<file path="src/rtl/capture_pkg.sv">
// Shared types and record layout for the capture event FIFO.
// A record is {timeout_flag, delta, data} with data in the low bits.
package capture_pkg;

    localparam int DATA_W_DEF = 16;
    localparam int TS_W_DEF   = 16;
    localparam int REC_W_DEF  = 1 + TS_W_DEF + DATA_W_DEF;

    // Field offsets for the default widths.
    localparam int DATA_LSB  = 0;
    localparam int DELTA_LSB = DATA_W_DEF;
    localparam int FLAG_BIT  = DATA_W_DEF + TS_W_DEF;

    typedef enum logic {
        ST_IDLE  = 1'b0,
        ST_ARMED = 1'b1
    } state_t;

    function automatic int rec_width(input int ts_w, input int data_w);
        return 1 + ts_w + data_w;
    endfunction

    function automatic int delta_lsb(input int data_w);
        return data_w;
    endfunction

    function automatic int flag_bit(input int ts_w, input int data_w);
        return data_w + ts_w;
    endfunction

endpackage

</file>
<file path="src/rtl/capture_event_fifo_if.sv">
// Capture-side input and host-readout side of the event FIFO.
interface capture_event_fifo_if #(
    parameter int DATA_W = 16,
    parameter int TS_W   = 16,
    parameter int DEPTH  = 16
) ();
    logic [DATA_W-1:0]        cap_data;
    logic                     cap_event;
    logic                     out_valid;
    logic                     out_ready;
    logic [TS_W+DATA_W:0]     out_rec;
    logic [$clog2(DEPTH):0]   level;

    // Environment side: capture stage plus host reader.
    modport master (
        output cap_data, cap_event, out_ready,
        input  out_valid, out_rec, level
    );

    // FIFO block side.
    modport slave (
        input  cap_data, cap_event, out_ready,
        output out_valid, out_rec, level
    );
endinterface

</file>
<file path="src/rtl/capture_event_fifo_sync_fifo.sv">
// First-word fall-through FIFO; the head entry is visible on rd_data
// without a pop. Count carries one extra bit so full and empty differ.
module sync_fifo #(
    parameter int WIDTH = 33,
    parameter int DEPTH = 16
) (
    input  logic                     clk,
    input  logic                     rst,
    input  logic                     push,
    input  logic [WIDTH-1:0]         wr_data,
    input  logic                     pop,
    input  logic                     flush,
    output logic [WIDTH-1:0]         rd_data,
    output logic                     full,
    output logic                     empty,
    output logic [$clog2(DEPTH):0]   level
);
    localparam int AW = $clog2(DEPTH);
    localparam logic [AW:0]   CNT_ONE  = (AW+1)'(1);
    localparam logic [AW:0]   CNT_FULL = (AW+1)'(DEPTH);
    localparam logic [AW-1:0] PTR_ONE  = AW'(1);

    logic [WIDTH-1:0] mem [DEPTH];
    logic [AW-1:0]    wr_ptr;
    logic [AW-1:0]    rd_ptr;
    logic [AW:0]      cnt;
    logic             do_push;
    logic             do_pop;

    assign full    = (cnt == CNT_FULL);
    assign empty   = (cnt == '0);
    assign level   = cnt;
    assign rd_data = mem[rd_ptr];

    // Fullness is judged on the registered count, so a pop in a full
    // cycle never makes room for that same cycle's push.
    assign do_push = push && !full && !flush;
    assign do_pop  = pop && !empty && !flush;

    // Storage write; contents need no reset since count gates visibility.
    always_ff @(posedge clk) begin
        if (do_push) begin
            mem[wr_ptr] <= wr_data;
        end
    end

    // Pointer and occupancy tracking.
    always_ff @(posedge clk) begin
        if (rst || flush) begin
            wr_ptr <= '0;
            rd_ptr <= '0;
            cnt    <= '0;
        end else begin
            if (do_push) begin
                wr_ptr <= wr_ptr + PTR_ONE;
            end
            if (do_pop) begin
                rd_ptr <= rd_ptr + PTR_ONE;
            end
            case ({do_push, do_pop})
                2'b10:   cnt <= cnt + CNT_ONE;
                2'b01:   cnt <= cnt - CNT_ONE;
                default: cnt <= cnt;
            endcase
        end
    end

endmodule

</file>
<file path="src/rtl/capture_event_fifo.sv">
// Tags capture events with the cycle delta since the previous record and
// queues them for the host. Also emits a timeout record when the delta
// counter saturates so elapsed time is never lost to wraparound.
//
//   state    | meaning
//   ---------+-----------------------------------------------
//   ST_IDLE  | not capturing; delta held at 0, nothing written
//   ST_ARMED | delta counting; events/timeouts produce records
module capture_event_fifo
    import capture_pkg::*;
#(
    parameter int TS_W   = TS_W_DEF,
    parameter int DEPTH  = 16,
    parameter int DATA_W = DATA_W_DEF
) (
    input  logic                  clk,
    input  logic                  rst,
    input  logic                  arm_start,
    input  logic                  arm_stop,
    input  logic                  flush,
    capture_event_fifo_if.slave   bus,
    output logic                  armed,
    output logic                  overflow
);
    localparam int REC_W  = rec_width(TS_W, DATA_W);
    localparam int D_LSB  = delta_lsb(DATA_W);
    localparam int F_BIT  = flag_bit(TS_W, DATA_W);
    localparam logic [TS_W-1:0] DELTA_MAX = '1;
    localparam logic [TS_W-1:0] DELTA_ONE = TS_W'(1);

    state_t           state;
    state_t           state_nxt;
    logic [TS_W-1:0]  delta;
    logic             rec_gen;
    logic [REC_W-1:0] rec;
    logic [REC_W-1:0] head;
    logic             fifo_full;
    logic             fifo_empty;

    // State register.
    always_ff @(posedge clk) begin
        if (rst) begin
            state <= ST_IDLE;
        end else begin
            state <= state_nxt;
        end
    end

    // Next-state: arm_stop wins over a coincident arm_start.
    always_comb begin
        state_nxt = state;
        case (state)
            ST_IDLE:  if (arm_start && !arm_stop) state_nxt = ST_ARMED;
            ST_ARMED: if (arm_stop)               state_nxt = ST_IDLE;
            default:  state_nxt = ST_IDLE;
        endcase
    end

    assign armed = (state == ST_ARMED);

    // An event takes priority over a timeout; both carry the pre-clear delta.
    assign rec_gen = armed && (bus.cap_event || delta == DELTA_MAX);

    // Record formation from the package field layout.
    always_comb begin
        rec = '0;
        rec[DATA_LSB +: DATA_W] = bus.cap_data;
        rec[D_LSB +: TS_W]      = delta;
        rec[F_BIT]              = !bus.cap_event;
    end

    // Delta counter: restarts on every generated record, written or dropped.
    always_ff @(posedge clk) begin
        if (rst) begin
            delta <= '0;
        end else if (!armed || state_nxt == ST_IDLE || rec_gen) begin
            delta <= '0;
        end else begin
            delta <= delta + DELTA_ONE;
        end
    end

    // Sticky drop indicator; flush acknowledges it.
    always_ff @(posedge clk) begin
        if (rst || flush) begin
            overflow <= 1'b0;
        end else if (rec_gen && fifo_full) begin
            overflow <= 1'b1;
        end
    end

    sync_fifo #(
        .WIDTH (REC_W),
        .DEPTH (DEPTH)
    ) u_fifo (
        .clk     (clk),
        .rst     (rst),
        .push    (rec_gen),
        .wr_data (rec),
        .pop     (bus.out_ready),
        .flush   (flush),
        .rd_data (head),
        .full    (fifo_full),
        .empty   (fifo_empty),
        .level   (bus.level)
    );

    assign bus.out_valid = !fifo_empty;
    assign bus.out_rec   = bus.out_valid ? head : '0;

endmodule

</file>
<file path="src/flat_wrapper.sv">
// flat-port wrapper written by rule: the top's interface ports become plain ports
module capture_event_fifo_flat import capture_pkg::*;
#(
    parameter int TS_W   = TS_W_DEF,
    parameter int DEPTH  = 16,
    parameter int DATA_W = DATA_W_DEF
)
  (clk, rst, arm_start, arm_stop, flush, armed, overflow, bus_cap_data, bus_cap_event, bus_out_ready, bus_out_valid, bus_out_rec, bus_level);
  capture_event_fifo_if #(.DATA_W(DATA_W), .TS_W(TS_W), .DEPTH(DEPTH)) bus_i ();
  input  logic clk;
  input  logic rst;
  input  logic arm_start;
  input  logic arm_stop;
  input  logic flush;
  output logic armed;
  output logic overflow;
  input wire logic [$bits(bus_i.cap_data)-1:0] bus_cap_data;
  input wire logic [$bits(bus_i.cap_event)-1:0] bus_cap_event;
  input wire logic [$bits(bus_i.out_ready)-1:0] bus_out_ready;
  output wire logic [$bits(bus_i.out_valid)-1:0] bus_out_valid;
  output wire logic [$bits(bus_i.out_rec)-1:0] bus_out_rec;
  output wire logic [$bits(bus_i.level)-1:0] bus_level;
  assign bus_i.cap_data = bus_cap_data;
  assign bus_i.cap_event = bus_cap_event;
  assign bus_i.out_ready = bus_out_ready;
  assign bus_out_valid = bus_i.out_valid;
  assign bus_out_rec = bus_i.out_rec;
  assign bus_level = bus_i.level;
  capture_event_fifo #(.TS_W(TS_W), .DEPTH(DEPTH), .DATA_W(DATA_W)) u_core (.clk(clk), .rst(rst), .arm_start(arm_start), .arm_stop(arm_stop), .flush(flush), .bus(bus_i), .armed(armed), .overflow(overflow));
endmodule
</file>
<file path="config.mk">
export PLATFORM = sky130hd
export DESIGN_NAME = capture_event_fifo_flat
export DESIGN_NICKNAME = d
export VERILOG_FILES = /design/src/rtl/capture_pkg.sv /design/src/rtl/capture_event_fifo_if.sv /design/src/rtl/capture_event_fifo_sync_fifo.sv /design/src/rtl/capture_event_fifo.sv /design/src/flat_wrapper.sv
export SDC_FILE = /design/constraint.sdc
export NUM_CORES = 1
export LEC_CHECK = 0
export ABC_AREA = 1
export CAP_MARGIN = 20
export CORE_ASPECT_RATIO = 1.2
export CORE_UTILIZATION = 61
export CTS_CLUSTER_DIAMETER = 150
export DETAILED_ROUTE_END_ITERATION = 10
export PLACE_DENSITY = 0.79
export SLEW_MARGIN = 30
export SYNTH_ARGS = -nofsm -noshare
export SYNTH_HDL_FRONTEND = slang
export SYNTH_HIERARCHICAL = 1
export SYNTH_SLANG_ARGS = --single-unit
</file>
<file path="constraint.sdc">
create_clock -name clk -period 4.3 [get_ports clk]
set_input_delay 0.43 -clock clk [delete_from_list [all_inputs] [get_ports clk]]
set_output_delay 0.43 -clock clk [all_outputs]
set_load 0.02 [all_outputs]
</file>
==> impl_metrics.tcl <==
set metrics [dict create \
    outcome "finished with violations" \
    violations "design-rule violations" \
    cts_htree_levels 2 \
    dpl-instance-area_mm2 0.0245 \
    die_area_mm2 0.0388 \
    area_growth_pct 12.6 \
    whs_path_depth 3 \
    rsz0062_at_grt "false" \
    worstSetupPathType "register to output pin" \
    drc 5 \
    first_pass_iters 10 \
    clk_path_buf_depth 3 \
    mostFrequentLayoutCell "edfxtp_1" \
    hpwl_um 30600 \
    clk_latency_ns 0.57 \
    reg2reg_setup_slack_ns 0.99 \
    critPathLaunchType "register" \
    critPathArrivalTime_ns 3.27 \
    drtAntennaViolNets 0 \
    worst_slew_pin_slew_ns 0.899 \
    track_usage_pct 27.2 \
    finish.instance_area_mm2 0.0261 \
    place.gp.congestion 0.871 \
    cts_resized 0 \
    yosysSeqAreaShare_pct 71.5 \
    initial_utilization_pct 62.5 \
    rows 77 \
    yosys_warnings 6 \
    path_clk_slew_ns 0.06 \
    setup_tns_ns 0 \
    postCtsSetupBuffers 0 \
    finalHoldViolCount 0 \
    cap_viol_max_count 0 \
    ys_ff_latch 563 \
    grt_first_pass_wirelength_um 79700 \
    mostFrequentLayoutCells "edfxtp_1, inv_1, a21oi_1" \
    drive_gt1_share_pct 8.94 \
    antenna_found_initial 0 \
    dpl_worst_slack_ns 1.00 \
    hold_class "input pin to register" \
    drt_wl_total_um 52400 \
    netlist_instances 1714 \
    synthesis.nets 1746 \
    cts_tree "yes" \
    drt_iter0_drc 1449 \
    portBuffers 63 \
    cts-root-buf "clkbuf_16" \
    setup_viol 0 \
    max-slew-margin-rel_pct 40.0 \
    p_leak_nw 8.81 \
    fin_nets 1825 \
    ir_drop_mv 0.313 \
    fin_skew_ns 0.0172 \
    setup_ws_ns 0.601 \
    powerDensity_mw_per_mm2 398 \
    synth.distinct_cells 34 \
    avgSynthCellArea_um2 13.5 \
    core_area_mm2 0.0371 \
    routed_via_density 6.11 \
    detail_route.wl_per_cell_um 22.7 \
    synth_top_area_share_pct 68.4 \
    r2r_cells 13 \
    final.period_utilization_pct 86.0 \
    grt_max_degree 53 \
    cts-buffers-inserted 51 \
    period_minus_slack_ns 3.70 \
    fmax_ghz 0.270 \
    die_y_um 215 \
    synthTopCellsByArea "edfxtp_1, mux2i_1, o211ai_1" \
    end_kind "output pin" \
    post-route-util_pct 70.3 \
    crit_required_ns 3.87 \
    yosysTopAreaCell "edfxtp_1" \
    grt_pass1_vias 13900 \
    hp-start "arm_start" \
    cts.sinks 563 \
    overflow 0 \
    syn-cell-area_mm2 0.0232 \
    holdPathEnd "u_core/armed$_SDFF_PP0_" \
    crit_fanout 50 \
    fillers 2352 \
    insertedDiodeCount 0 \
    ioPinCount 64 \
    die_w_um 180 \
    r2r_end "u_core/u_fifo/mem[1][30]$_DFFE_PP_" \
    r2r-start "u_core/delta[10]$_SDFF_PP0_" \
    vias 14100 \
    total_power_mw 10.4 \
    drv_slew 0 \
    holdBufCountCts 0 \
]
final cells by class:
class | instances | area (um^2) | area share (%)
timing repair buffer | 125 | 1300 | 4.97
multi-input combinational | 841 | 5280 | 20.2
clock buffer | 73 | 1440 | 5.53
inverter | 211 | 800 | 3.07
clock inverter | 21 | 98.8 | 0.379
sequential | 563 | 16600 | 63.5
tap | 474 | 593 | 2.27
cells in the mapped netlist (all sizes together):
cell type	number
a31o	1
xnor2	4
inv	210
o211ai	132
xor2	9
clkbuf	48
mux2i	132
dfxtp	35
nand2	78
a21oi	147
or2	3
clkinv	1
nor2	88
nor3	8
edfxtp	528
nand4	6
o21ai	175
nand3	49
ha	9
buf	51
how the worst max path moves through the flow:
stage                                          to                       start  cells after the start  slack (ns)
4_1_cts                            bus_out_rec[6]                    register                      9        0.58
3_3_place_gp   u_core/u_fifo/mem[1][27]$_DFFE_PP_               bus_cap_event                     12        1.05
2_1_floorplan  u_core/u_fifo/mem[11][0]$_DFFE_PP_  u_core/delta[0]$_SDFF_PP0_                     13        0.58
5_1_grt                            bus_out_rec[4]                    register                     10        0.46
3_5_place_dp   u_core/u_fifo/mem[5][16]$_DFFE_PP_               bus_cap_event                     12        1.00
6_report                          bus_out_rec[11]                    register                      9        0.60
state kept, by name, summed over array words and instances, names as in the netlist, named ones only:
register	flops
u_core/u_fifo/level	5
u_core/armed	1
u_core/u_fifo/wr_ptr	4
u_core/overflow	1
u_core/delta	16
u_core/u_fifo/rd_ptr	4
u_core/u_fifo/mem	528
per-layer routing:
layer,track usage (%),up-vias,wire length [um]
met5,0,-,0
met4,9.91,0,1690
met3,3.43,97,3780
met2,47.2,659,26600
met1,35.5,6946,20300
li1,-,6402,-
per-stage QoR:
stage	hold slack [ns]	cells
2_1_floorplan	0.469	1714
3_3_place_gp	0.436	2214
3_5_place_dp	0.453	2214
4_1_cts	0.389	2308
5_1_grt	0.443	2308
6_report	0.413	2308
critical path: stages (launching register included):
cell             delay (ns)
dfxtp_4                0.68
buf_12                 0.34
buf_12                 0.27
mux2i_1                0.22
o21ai_1                0.08
o211ai_1               0.30
nand2_1                0.10
inv_1                  0.06
nor2_1                 0.04
clkdlybuf4s50_1        0.57
cells by family after synthesis:
logic type               share of synthesized area (%)
AO/OA/AOI/OAI                                     11.3
XOR/XNOR                                         0.491
adder cells (fa/ha/maj)                          0.486
buffers and inverters                             6.27
flip-flops                                        71.5
multiplexers                                      5.70
AND/OR/NAND/NOR                                   4.29
where the power goes:
group	switching [mW]	total, mW	internal [mW]
logic	0.141	0.219	0.0788
registers	0.00484	5.95	5.95
clock network	1.87	4.19	2.32
Power figures use the tool's default switching activity.
